### src/rtl/qch_sched_pkg.sv
// Purpose: shared types, sizes and helpers for the Qch egress scheduler.
// Latency: n/a (declarations only).
// Backpressure: n/a.
package qch_sched_pkg;

   localparam int NQ = 8;
   localparam int DW = 64;
   localparam int KW = DW / 8;
   localparam int LW = 11;

   // Queues that alternate with the Qch odd/even cycle.
   localparam int QCH_Q_EVEN = 0;
   localparam int QCH_Q_ODD  = 1;

   typedef enum logic {
      IDLE = 1'b0,
      XFER = 1'b1
   } state_t;

   // Number of 8-byte bus words needed for a frame of len bytes.
   function automatic logic [11:0] words_of(input logic [LW-1:0] len);
      logic [11:0] w_sum;
      w_sum = {1'b0, len} + 12'd7;
      return {3'b000, w_sum[11:3]};
   endfunction

endpackage

### src/rtl/qch_phase_timer.sv
// Purpose: Qch phase timer; counts 0..CYCLE_TIME-1, then toggles the phase.
// Latency: phase toggles on the clock after the count reaches CYCLE_TIME-1.
// Backpressure: none; free-running.
module qch_phase_timer
   import qch_sched_pkg::*;
#(
   parameter logic [15:0] CYCLE_TIME = 16'd1000
) (
   input  logic        i_clk,
   input  logic        i_rst_n,
   output logic        o_phase,
   output logic [15:0] o_remaining
);

   logic [15:0] r_count;
   logic        r_phase;
   logic        w_wrap;

   assign w_wrap      = (r_count == CYCLE_TIME - 16'd1);
   assign o_phase     = r_phase;
   assign o_remaining = CYCLE_TIME - 16'd1 - r_count;

   // Advance the count; at the end of a phase wrap to zero and flip the phase.
   always_ff @(posedge i_clk or negedge i_rst_n) begin
      if (!i_rst_n) begin
         r_count <= '0;
         r_phase <= 1'b0;
      end else if (w_wrap) begin
         r_count <= '0;
         r_phase <= ~r_phase;
      end else begin
         r_count <= r_count + 16'd1;
      end
   end

endmodule

### src/rtl/qch_egress_sched.sv
// Purpose: strict-priority frame selector over 8 queues, with Qch gating of queues 0/1 (stats: QCH_EGRESS_STATS_EN).
// Latency: first beat 1 cycle after eligibility; 1 idle cycle between back-to-back frames.
// Backpressure: tx_axis_tready passes straight to the selected queue's q_tready; no buffering.
module qch_egress_sched
   import qch_sched_pkg::*;
#(
   parameter logic [15:0] CYCLE_TIME = 16'd1000
) (
   input  logic              clk,
   input  logic              rst_n,
   input  logic              enable_Qch,
   input  logic [7:0]        gate_mask,
   input  logic [NQ*DW-1:0]  q_tdata,
   input  logic [NQ*KW-1:0]  q_tkeep,
   input  logic [NQ-1:0]     q_tlast,
   input  logic [NQ-1:0]     q_tvalid,
   output logic [NQ-1:0]     q_tready,
   input  logic [NQ*LW-1:0]  q_frame_len,
   output logic [DW-1:0]     tx_axis_tdata,
   output logic [KW-1:0]     tx_axis_tkeep,
   output logic              tx_axis_tlast,
   output logic              tx_axis_tvalid,
   input  logic              tx_axis_tready,
   output logic [LW-1:0]     tx_frame_len,
   output logic [2:0]        tx_queue_id,
   output logic              qch_phase
`ifdef QCH_EGRESS_STATS_EN
   ,
   output logic [NQ*16-1:0]  tx_frame_cnt,
   output logic [15:0]       guard_block_cnt
`endif
);

   state_t        r_state;
   state_t        w_state_nxt;
   logic [2:0]    r_qid;
   logic [LW-1:0] r_len;
   logic          w_phase;
   logic [15:0]   w_remaining;
   logic [NQ-1:0] w_eg;
   logic [NQ-1:0] w_fit;
   logic [NQ-1:0] w_elig;
   logic          w_any;
   logic [2:0]    w_pick;
   logic          w_load;
   logic          w_done;

   qch_phase_timer #(
      .CYCLE_TIME (CYCLE_TIME)
   ) u_timer (
      .i_clk       (clk),
      .i_rst_n     (rst_n),
      .o_phase     (w_phase),
      .o_remaining (w_remaining)
   );

   assign qch_phase    = w_phase;
   assign tx_frame_len = r_len;
   assign tx_queue_id  = r_qid;

   // A frame ends on the tlast handshake of the selected queue.
   assign w_done = (r_state == XFER) & q_tvalid[r_qid] & tx_axis_tready & q_tlast[r_qid];

   // Effective gates and guard band: queues 0/1 must finish inside the current phase.
   always_comb begin
      w_eg             = gate_mask;
      w_eg[QCH_Q_EVEN] = gate_mask[QCH_Q_EVEN] & (~enable_Qch | ~w_phase);
      w_eg[QCH_Q_ODD]  = gate_mask[QCH_Q_ODD]  & (~enable_Qch |  w_phase);
      w_fit            = '1;
      for (int i = 0; i < NQ; i++) begin
         if (enable_Qch && (i == QCH_Q_EVEN || i == QCH_Q_ODD)) begin
            w_fit[i] = ({4'd0, words_of(q_frame_len[i*LW +: LW])} <= w_remaining);
         end
      end
      w_elig = q_tvalid & w_eg & w_fit;
   end

   // Strict priority: the highest-index eligible queue wins.
   always_comb begin
      w_any  = |w_elig;
      w_pick = '0;
      for (int i = 0; i < NQ; i++) begin
         if (w_elig[i]) begin
            w_pick = 3'(i);
         end
      end
   end

   // State register.
   always_ff @(posedge clk or negedge rst_n) begin
      if (!rst_n) begin
         r_state <= IDLE;
      end else begin
         r_state <= w_state_nxt;
      end
   end

   // Next state and the combinational pass-through of the selected queue.
   always_comb begin
      w_state_nxt    = r_state;
      w_load         = 1'b0;
      q_tready       = '0;
      tx_axis_tvalid = 1'b0;
      tx_axis_tdata  = '0;
      tx_axis_tkeep  = '0;
      tx_axis_tlast  = 1'b0;
      case (r_state)
         IDLE: begin
            if (w_any) begin
               w_state_nxt = XFER;
               w_load      = 1'b1;
            end
         end
         XFER: begin
            tx_axis_tdata   = q_tdata[int'(r_qid)*DW +: DW];
            tx_axis_tkeep   = q_tkeep[int'(r_qid)*KW +: KW];
            tx_axis_tlast   = q_tlast[r_qid];
            tx_axis_tvalid  = q_tvalid[r_qid];
            q_tready[r_qid] = tx_axis_tready;
            if (w_done) begin
               w_state_nxt = IDLE;
            end
         end
         default: w_state_nxt = IDLE;
      endcase
   end

   // Latch the winner and its length; both hold until the next selection.
   always_ff @(posedge clk or negedge rst_n) begin
      if (!rst_n) begin
         r_qid <= '0;
         r_len <= '0;
      end else if (w_load) begin
         r_qid <= w_pick;
         r_len <= q_frame_len[int'(w_pick)*LW +: LW];
      end
   end

`ifdef QCH_EGRESS_STATS_EN
   logic [15:0] r_frame_cnt [NQ];
   logic [15:0] r_guard_cnt;
   logic        w_guard_hit;

   // Valid and open, yet held back purely because the frame would overrun the phase.
   assign w_guard_hit     = (r_state == IDLE) & (|(q_tvalid & w_eg & ~w_fit));
   assign guard_block_cnt = r_guard_cnt;

   // Per-queue completed-frame counters and the guard-band block counter, wrapping at 16 bits.
   always_ff @(posedge clk or negedge rst_n) begin
      if (!rst_n) begin
         for (int i = 0; i < NQ; i++) begin
            r_frame_cnt[i] <= '0;
         end
         r_guard_cnt <= '0;
      end else begin
         for (int i = 0; i < NQ; i++) begin
            if (w_done && (r_qid == 3'(i))) begin
               r_frame_cnt[i] <= r_frame_cnt[i] + 16'd1;
            end
         end
         if (w_guard_hit) begin
            r_guard_cnt <= r_guard_cnt + 16'd1;
         end
      end
   end

   // Flatten the counters onto the output bus, queue i at bits [i*16 +: 16].
   always_comb begin
      tx_frame_cnt = '0;
      for (int i = 0; i < NQ; i++) begin
         tx_frame_cnt[i*16 +: 16] = r_frame_cnt[i];
      end
   end
`endif

endmodule

### config.mk
export PLATFORM = sky130hd
export DESIGN_NAME = qch_egress_sched
export DESIGN_NICKNAME = d
export VERILOG_FILES = /design/src/rtl/qch_sched_pkg.sv /design/src/rtl/qch_phase_timer.sv /design/src/rtl/qch_egress_sched.sv
export SDC_FILE = /design/constraint.sdc
export NUM_CORES = 1
export LEC_CHECK = 0
export ABC_AREA = 1
export BUFFER_PORTS_ARGS = -buffer_cell sky130_fd_sc_hd__buf_2
export CAP_MARGIN = 30
export CORE_AREA = 2 2 311 313
export CTS_CLUSTER_SIZE = 25
export DETAILED_ROUTE_END_ITERATION = 8
export DIE_AREA = 0 0 313 315
export SETUP_SLACK_MARGIN = 0.5
export SLEW_MARGIN = 25
export SYNTH_ARGS = -nofsm -noshare
export SYNTH_HDL_FRONTEND = slang
export SYNTH_SLANG_ARGS = --single-unit
### constraint.sdc
create_clock -name clk -period 4.04 [get_ports clk]
set_clock_uncertainty 0.15 [all_clocks]
set_input_delay 0.808 -clock clk [delete_from_list [all_inputs] [get_ports clk]]
set_output_delay 0.808 -clock clk [all_outputs]
set_load 0.02 [all_outputs]
### Yosys cells after proc, flatten, opt, wreduce, memory -nomap -nowiden

Cells that the tools add are included.

| word-level totals | value |
|---|---|
| register bits after elaboration | 32 |
| output and inout port bits | 97 |
| input bits | 692 |
| word-level logic and storage cells | 58 |

| operators by class | value |
|---|---|
| shifts and indexed selects | 3 |
| add/sub/neg operators | 4 |
| bitwise logic cells | 13 |
| $lt $le $gt $ge | 4 |
| equality and inequality tests | 1 |
| multiplexer cells | 25 |
| reduce and logical (&&, ||, !) cells | 2 |
| multipliers | 1 |

Operators with widths:

| operator | number |
|---|---|
| 512-bit by 10-bit variable part select with 64-bit output | 1 |
| 88-bit by 8-bit variable part select with 11-bit output | 1 |
| 64-bit two-way mux | 1 |
| 64-bit by 7-bit variable part select with 8-bit output | 1 |
| 9-bit by 16-bit less-or-equal comparator with 1-bit output | 2 |
| 11-bit by 3-bit adder with 12-bit output, second input constant | 2 |
| 8-bit AND | 3 |
| 16-bit by 1-bit adder with 16-bit output, second input constant | 1 |
| 16-bit by 10-bit == test with 1-bit output, second input constant | 1 |
| 16-bit two-way mux | 1 |
| 8-bit two-way mux | 2 |
| 10-bit by 16-bit subtractor with 16-bit output, first input constant | 1 |
| 3-bit two-way mux | 4 |
| 1-bit two-way mux | 11 |
| 8-bit OR reduction | 1 |
| 3-bit by 4-bit multiplier with 7-bit output, second input constant | 1 |
| 1-bit binary-select mux with 3-bit select | 2 |
| 1-bit AND | 5 |
| 3-bit by 4-bit < comparator with 1-bit output, second input constant | 1 |
| 2-bit two-way mux | 2 |
| 1-bit demux with 3-bit select | 1 |
| 3-bit by 1-bit >= comparator with 1-bit output, second input constant | 1 |
| 1-bit NOT | 3 |
| 1-bit bitwise OR | 2 |
| other kinds (2) | 2 |

### Logic depth before layout (Yosys ltp)

| logic depth | value |
|---|---|
| depth after elaboration | 14 |
| gate-level depth with buffers | 34 |
| gate-level depth less buffers | 33 |

### Hierarchy

From an unflattened synthesis, not the netlist that was laid out.

| unflattened totals | value |
|---|---|
| cell total of the unflattened synthesis | 1732 |
| area total of the unflattened synthesis | 8612.0 um^2 |

By module, submodules not included:

| module | sequential area each (um^2) | cells each | instances | area each (um^2) |
|---|---|---|---|---|
| qch_egress_sched | 375.4 | 1550 | 1 | 7367.1 |
| qch_phase_timer | 425.4 | 182 | 1 | 1244.9 |

### Least setup slack after synthesis

No wires, ideal clock.

| timing path | value |
|---|---|
| kind | input port to flip-flop |
| start | in q_frame_len[11] |
| end | reg r_len[10] (netlist: tx_frame_len[10]) |
| library setup time | 0.117 ns |
| stages | 29 |
| setup slack | 0.233 ns |
| data arrival time | 3.539 ns |
| path through | inv_1 -> nand2_1 -> nand2_1 -> nor3_1 -> nand2_1 -> nor2_1 -> inv_1 -> nor2_1 -> nand2_1 -> xor2_1 -> ha_1 -> a21o_1 -> nor2_1 -> nand2_1 -> a21oi_1 -> nor2_1 -> nand2_1 -> nand3_1 -> nand2_1 -> nand2_1 -> nand2_2 -> nand2_4 -> nand2_4 -> buf_6 -> nand2_1 -> nand3_1 -> nand3_1 -> nand3_1 -> nand2_1 |

| between the ends | value |
|---|---|
| cells in the longest elaborated chain, start to end | 13 |
| elaborated cells on any way between the ends | 16 |

RTL lines:

| element | RTL line | text |
|---|---|---|
| start: declaration | qch_egress_sched.sv:18 | `input logic [NQ*LW-1:0] q_frame_len,` |
| 11-bit by 3-bit adder with 12-bit output | qch_sched_pkg.sv:23 | `w_sum = {1'b0, len} + 12'd7;` |
| 9-bit by 16-bit less-or-equal comparator with 1-bit output | qch_egress_sched.sv:72 | `w_fit[i] = ({4'd0, words_of(q_frame_len[i*LW +: LW])} <= w_remaining);` |
| 1-bit two-way mux | qch_egress_sched.sv:71 | `if (enable_Qch && (i == QCH_Q_EVEN \|\| i == QCH_Q_ODD)) begin` |
| 8-bit AND | qch_egress_sched.sv:75 | `w_elig = q_tvalid & w_eg & w_fit;` |
| 1-bit two-way mux | qch_egress_sched.sv:83 | `if (w_elig[i]) begin` |
| 2-bit two-way mux (2 in series) | qch_egress_sched.sv:83 |  |
| 3-bit two-way mux (4 in series) | qch_egress_sched.sv:83 |  |
| 3-bit by 4-bit multiplier with 7-bit output | qch_egress_sched.sv:135 | `r_len <= q_frame_len[int'(w_pick)*LW +: LW];` |
| 88-bit by 8-bit variable part select with 11-bit output | qch_egress_sched.sv:135 |  |
| end signal: assignment | qch_egress_sched.sv:135 |  |
| end: declaration | qch_egress_sched.sv:37 | `logic [LW-1:0] r_len;` |

Several ways; a longest one is shown, not always the timed one.
A chain may end at the register's enable or synchronous reset.

### Worst setup path in the final report

| timing path | value |
|---|---|
| start | in q_frame_len[12] |
| end | reg r_len[3] (netlist: tx_frame_len[3]) |

Same word-level chain as after synthesis.

==> flow_summary.json <==
{
  "area_growth_pct": 79.8,
  "place_congestion": 0.941,
  "num_rows": 114,
  "arrival_ps": 4070,
  "synth_edf_count": 0,
  "max_stage_delay_ps": 340,
  "route.detailed.wl_per_inst_um": 21.8,
  "tightest_slew_ps": 894,
  "multi_input_area_mm2": 0.00687,
  "grt_max_degree": 66,
  "hold_path_class": "reg -> reg",
  "combPwrFrac_pct": 89.5,
  "synth_flop_cell": "dfrtp_1",
  "critPathKind": "in -> reg",
  "place_area_mm2": 0.0143,
  "avgSynthCellArea_um2": 4.94,
  "htreeDepth": 2,
  "core_area_mm2": 0.0957,
  "power.density_mw_per_mm2": 610,
  "end_kind": "flop",
  "synthDistinctLibCells": 36,
  "grt_pass1_vias": 13800,
  "crit_top_cell": "nand2_2",
  "clkPwrFrac_pct": 5.0,
  "max_freq_ghz": 0.251,
  "grt_overflow": 0,
  "synth_most_common_cell": "nor2_1",
  "cts_root_buffer": "clkbuf_16",
  "cp_top_family": "simple AND/OR/NAND/NOR gates",
  "numPortBuffers": 788,
  "finalNetCount": 3193,
  "wl_met2_mm": 35.6,
  "worstSetupStartpointType": "input pin",
  "grt_pass1_wl_mm": 107,
  "finalSetupViolCount": 0,
  "yosysTopAreaCellShare_pct": 28.4,
  "hold_violations": 0,
  "io_pins": 789,
  "critPathMaxFanout": 7,
  "drtAntennaViolNets": 0,
  "met1_length_mm": 33.8,
  "synth_area_mm2": 0.00844,
  "crit_slowest_cell": "ha_1",
  "gr-usage-all-layers_pct": 15.4,
  "syn-instance-count": 1707,
  "status": "complete, no violations",
  "dp_hpwl_mm": 69.7,
  "fin_crit_ps": 3990,
  "pre_cts_ws_ps": -236,
  "required_ps": 4130,
  "yosysSeqAreaShare_pct": 9.49,
  "p_sw_mw": 5.97,
  "register_area_um2": 807,
  "holdWs_ps": 324,
  "vdd_drop_max_mv": 0.274,
  "clk_latency_ps": 300,
  "p_int_mw": 3.28,
  "dieHeight_um": 315,
  "path_buf_inv": 4,
  "synth_nets": 2420,
  "drcViolationCount": 0,
  "synthArstFlopShare_pct": 100,
  "numCtsBuffers": 5,
  "dieWidth_um": 313,
  "rsz0062_at_grt": "yes",
  "firstDrtPassIters": 5,
  "wirelength_mm": 82.2,
  "avgViaCountPerCell": 4.13,
  "postLayoutCoreUtil_pct": 15.8,
  "synth_area_leaders": "nor2_1, o21ai_0, dfrtp_1",
  "initial_core_util_pct": 8.81,
  "clk_path_buf_depth": 2,
  "synth_top_cell_by_area": "nor2_1",
  "seq_power_share_pct": 5.5,
  "period_share_pct": 98.7,
  "route.top_layer_used": "met5",
  "clk_pin_slew_worst_paths_ps": 60,
  "switching_share_pct": 64.6,
  "nFillCells": 11300,
  "fin_cells": 3770,
  "cts.sinks": 32,
  "slew_violations": 0,
  "vias": 15600,
  "netlist_top_cells_count": "nor2_1, o21ai_0, nand2_1",
  "drtIter0Drc": 1443,
  "final_layout_size_suffix_gt1_share_pct": 39.1,
  "fp.dieArea_mm2": 0.0986,
  "ys_warn_count": 0,
  "setup_ws_ps": 50.6,
  "finalPower_mw": 9.25,
  "finalSetupTns_ps": 0,
  "dpl.cell_count": 3722,
  "cts_tree": "yes",
  "cap_violations": 0,
  "yosys_register_bits": 32,
  "met3_length_mm": 9.94,
  "relSlewSlack_pct": 40.4,
  "leakagePower_nw": 7.82,
  "antenna_found_initial": 53,
  "final_area_mm2": 0.0152
}
## logic make-up after synthesis
logic type	Yosys count	share of synthesized area (%)
and+or+nand+nor	979	46.4
AOI/OAI and AO/OA	401	27.3
buffers and inverters	258	12.1
DFF	32	9.49
adders and majority gates	21	3.11
xor gates and xnor gates	16	1.66
## cells in the final DEF, fill, tap and decap left out, types with 5 or more instances in the layout
| cell | count |
|---|---|
| buf_2 | 785 |
| nor2_1 | 628 |
| o21ai_0 | 300 |
| nand2_1 | 167 |
| inv_1 | 124 |
| nand3_1 | 119 |
| buf_4 | 74 |
| a41oi_1 | 69 |
| dfrtp_1 | 29 |
| ha_1 | 20 |
| nand2_2 | 18 |
| nand3_2 | 15 |
| xor2_1 | 14 |
| diode_2 | 13 |
| a21oi_1 | 12 |
| buf_12 | 12 |
| clkbuf_16 | 9 |
| nor2_2 | 8 |
| buf_16 | 8 |
| buf_6 | 6 |
| nor3_1 | 5 |
| o21ai_1 | 5 |
## worst reg2reg max path, delay by kind of cell (launching register included)
kind                       cells  cell delay (ps)
and+or+nand+nor               20             1730
adders and majority gates      2              650
buffers and inverters          3              470
DFF                            1              450
xor gates and xnor gates       1              390
## worst paths after layout
path                                               from                      endpoint  slack (ps)  depth (start not counted)
min reg2reg                tx_frame_len[10]$_DFFE_PN0P_  tx_frame_len[10]$_DFFE_PN0P_         320                          2
max in group asynchronous                         rst_n    tx_queue_id[0]$_DFFE_PN0P_        2590                          1
min in group asynchronous                         rst_n             r_state$_DFF_PN0_         470                          1
min                        tx_frame_len[10]$_DFFE_PN0P_  tx_frame_len[10]$_DFFE_PN0P_         320                          2
max                                     q_frame_len[12]   tx_frame_len[3]$_DFFE_PN0P_          50                         33
max reg2reg                u_timer.r_count[3]$_DFF_PN0_   tx_frame_len[3]$_DFFE_PN0P_         140                         26
## metal layers
| metal | track usage [%] | vias up |
|---|---|---|
| met5 | 0 | - |
| met4 | 4.11 | 38 |
| met3 | 5.98 | 180 |
| met2 | 23.7 | 1043 |
| met1 | 19.8 | 7114 |
| li1 | - | 7180 |
## timing repair
item | CTS | global route
buffers inserted | 6 | 11
pin swaps | 15 | 34
setup endpoints to repair | 37 | 35
resized for setup | 27 | 52
gates cloned | 6 | 4
hold buffers | 0 | 0
## state kept, by name, indices dropped and copies added, names as in the netlist
name and count:
r_state 1, tx_frame_len 11, tx_queue_id 3, u_timer.o_phase 1
u_timer.r_count 16
## power by group through the flow
stage / registers (mW) / clock network, mW / logic (mW)
finish: 0.506 / 0.462 / 8.28
CTS: 0.549 / 0.465 / 8.06
floorplan: 0.532 / 0 / 4.04
detailed placement: 0.543 / 0 / 7.89
global placement: 0.548 / 0 / 7.87
global route: 0.515 / 0.476 / 8.93
## area by class of cell
type,instances,share of cell area (%)
well taps,1276,10.5
clock inverters,3,0.281
repair buffers,892,34.1
multi-input cells,1417,45.3
inverters,132,3.42
flip-flops and latches,32,5.32
diodes,13,0.215
clock buffers,5,0.825
No activity file was read; power rests on OpenSTA's default activity.
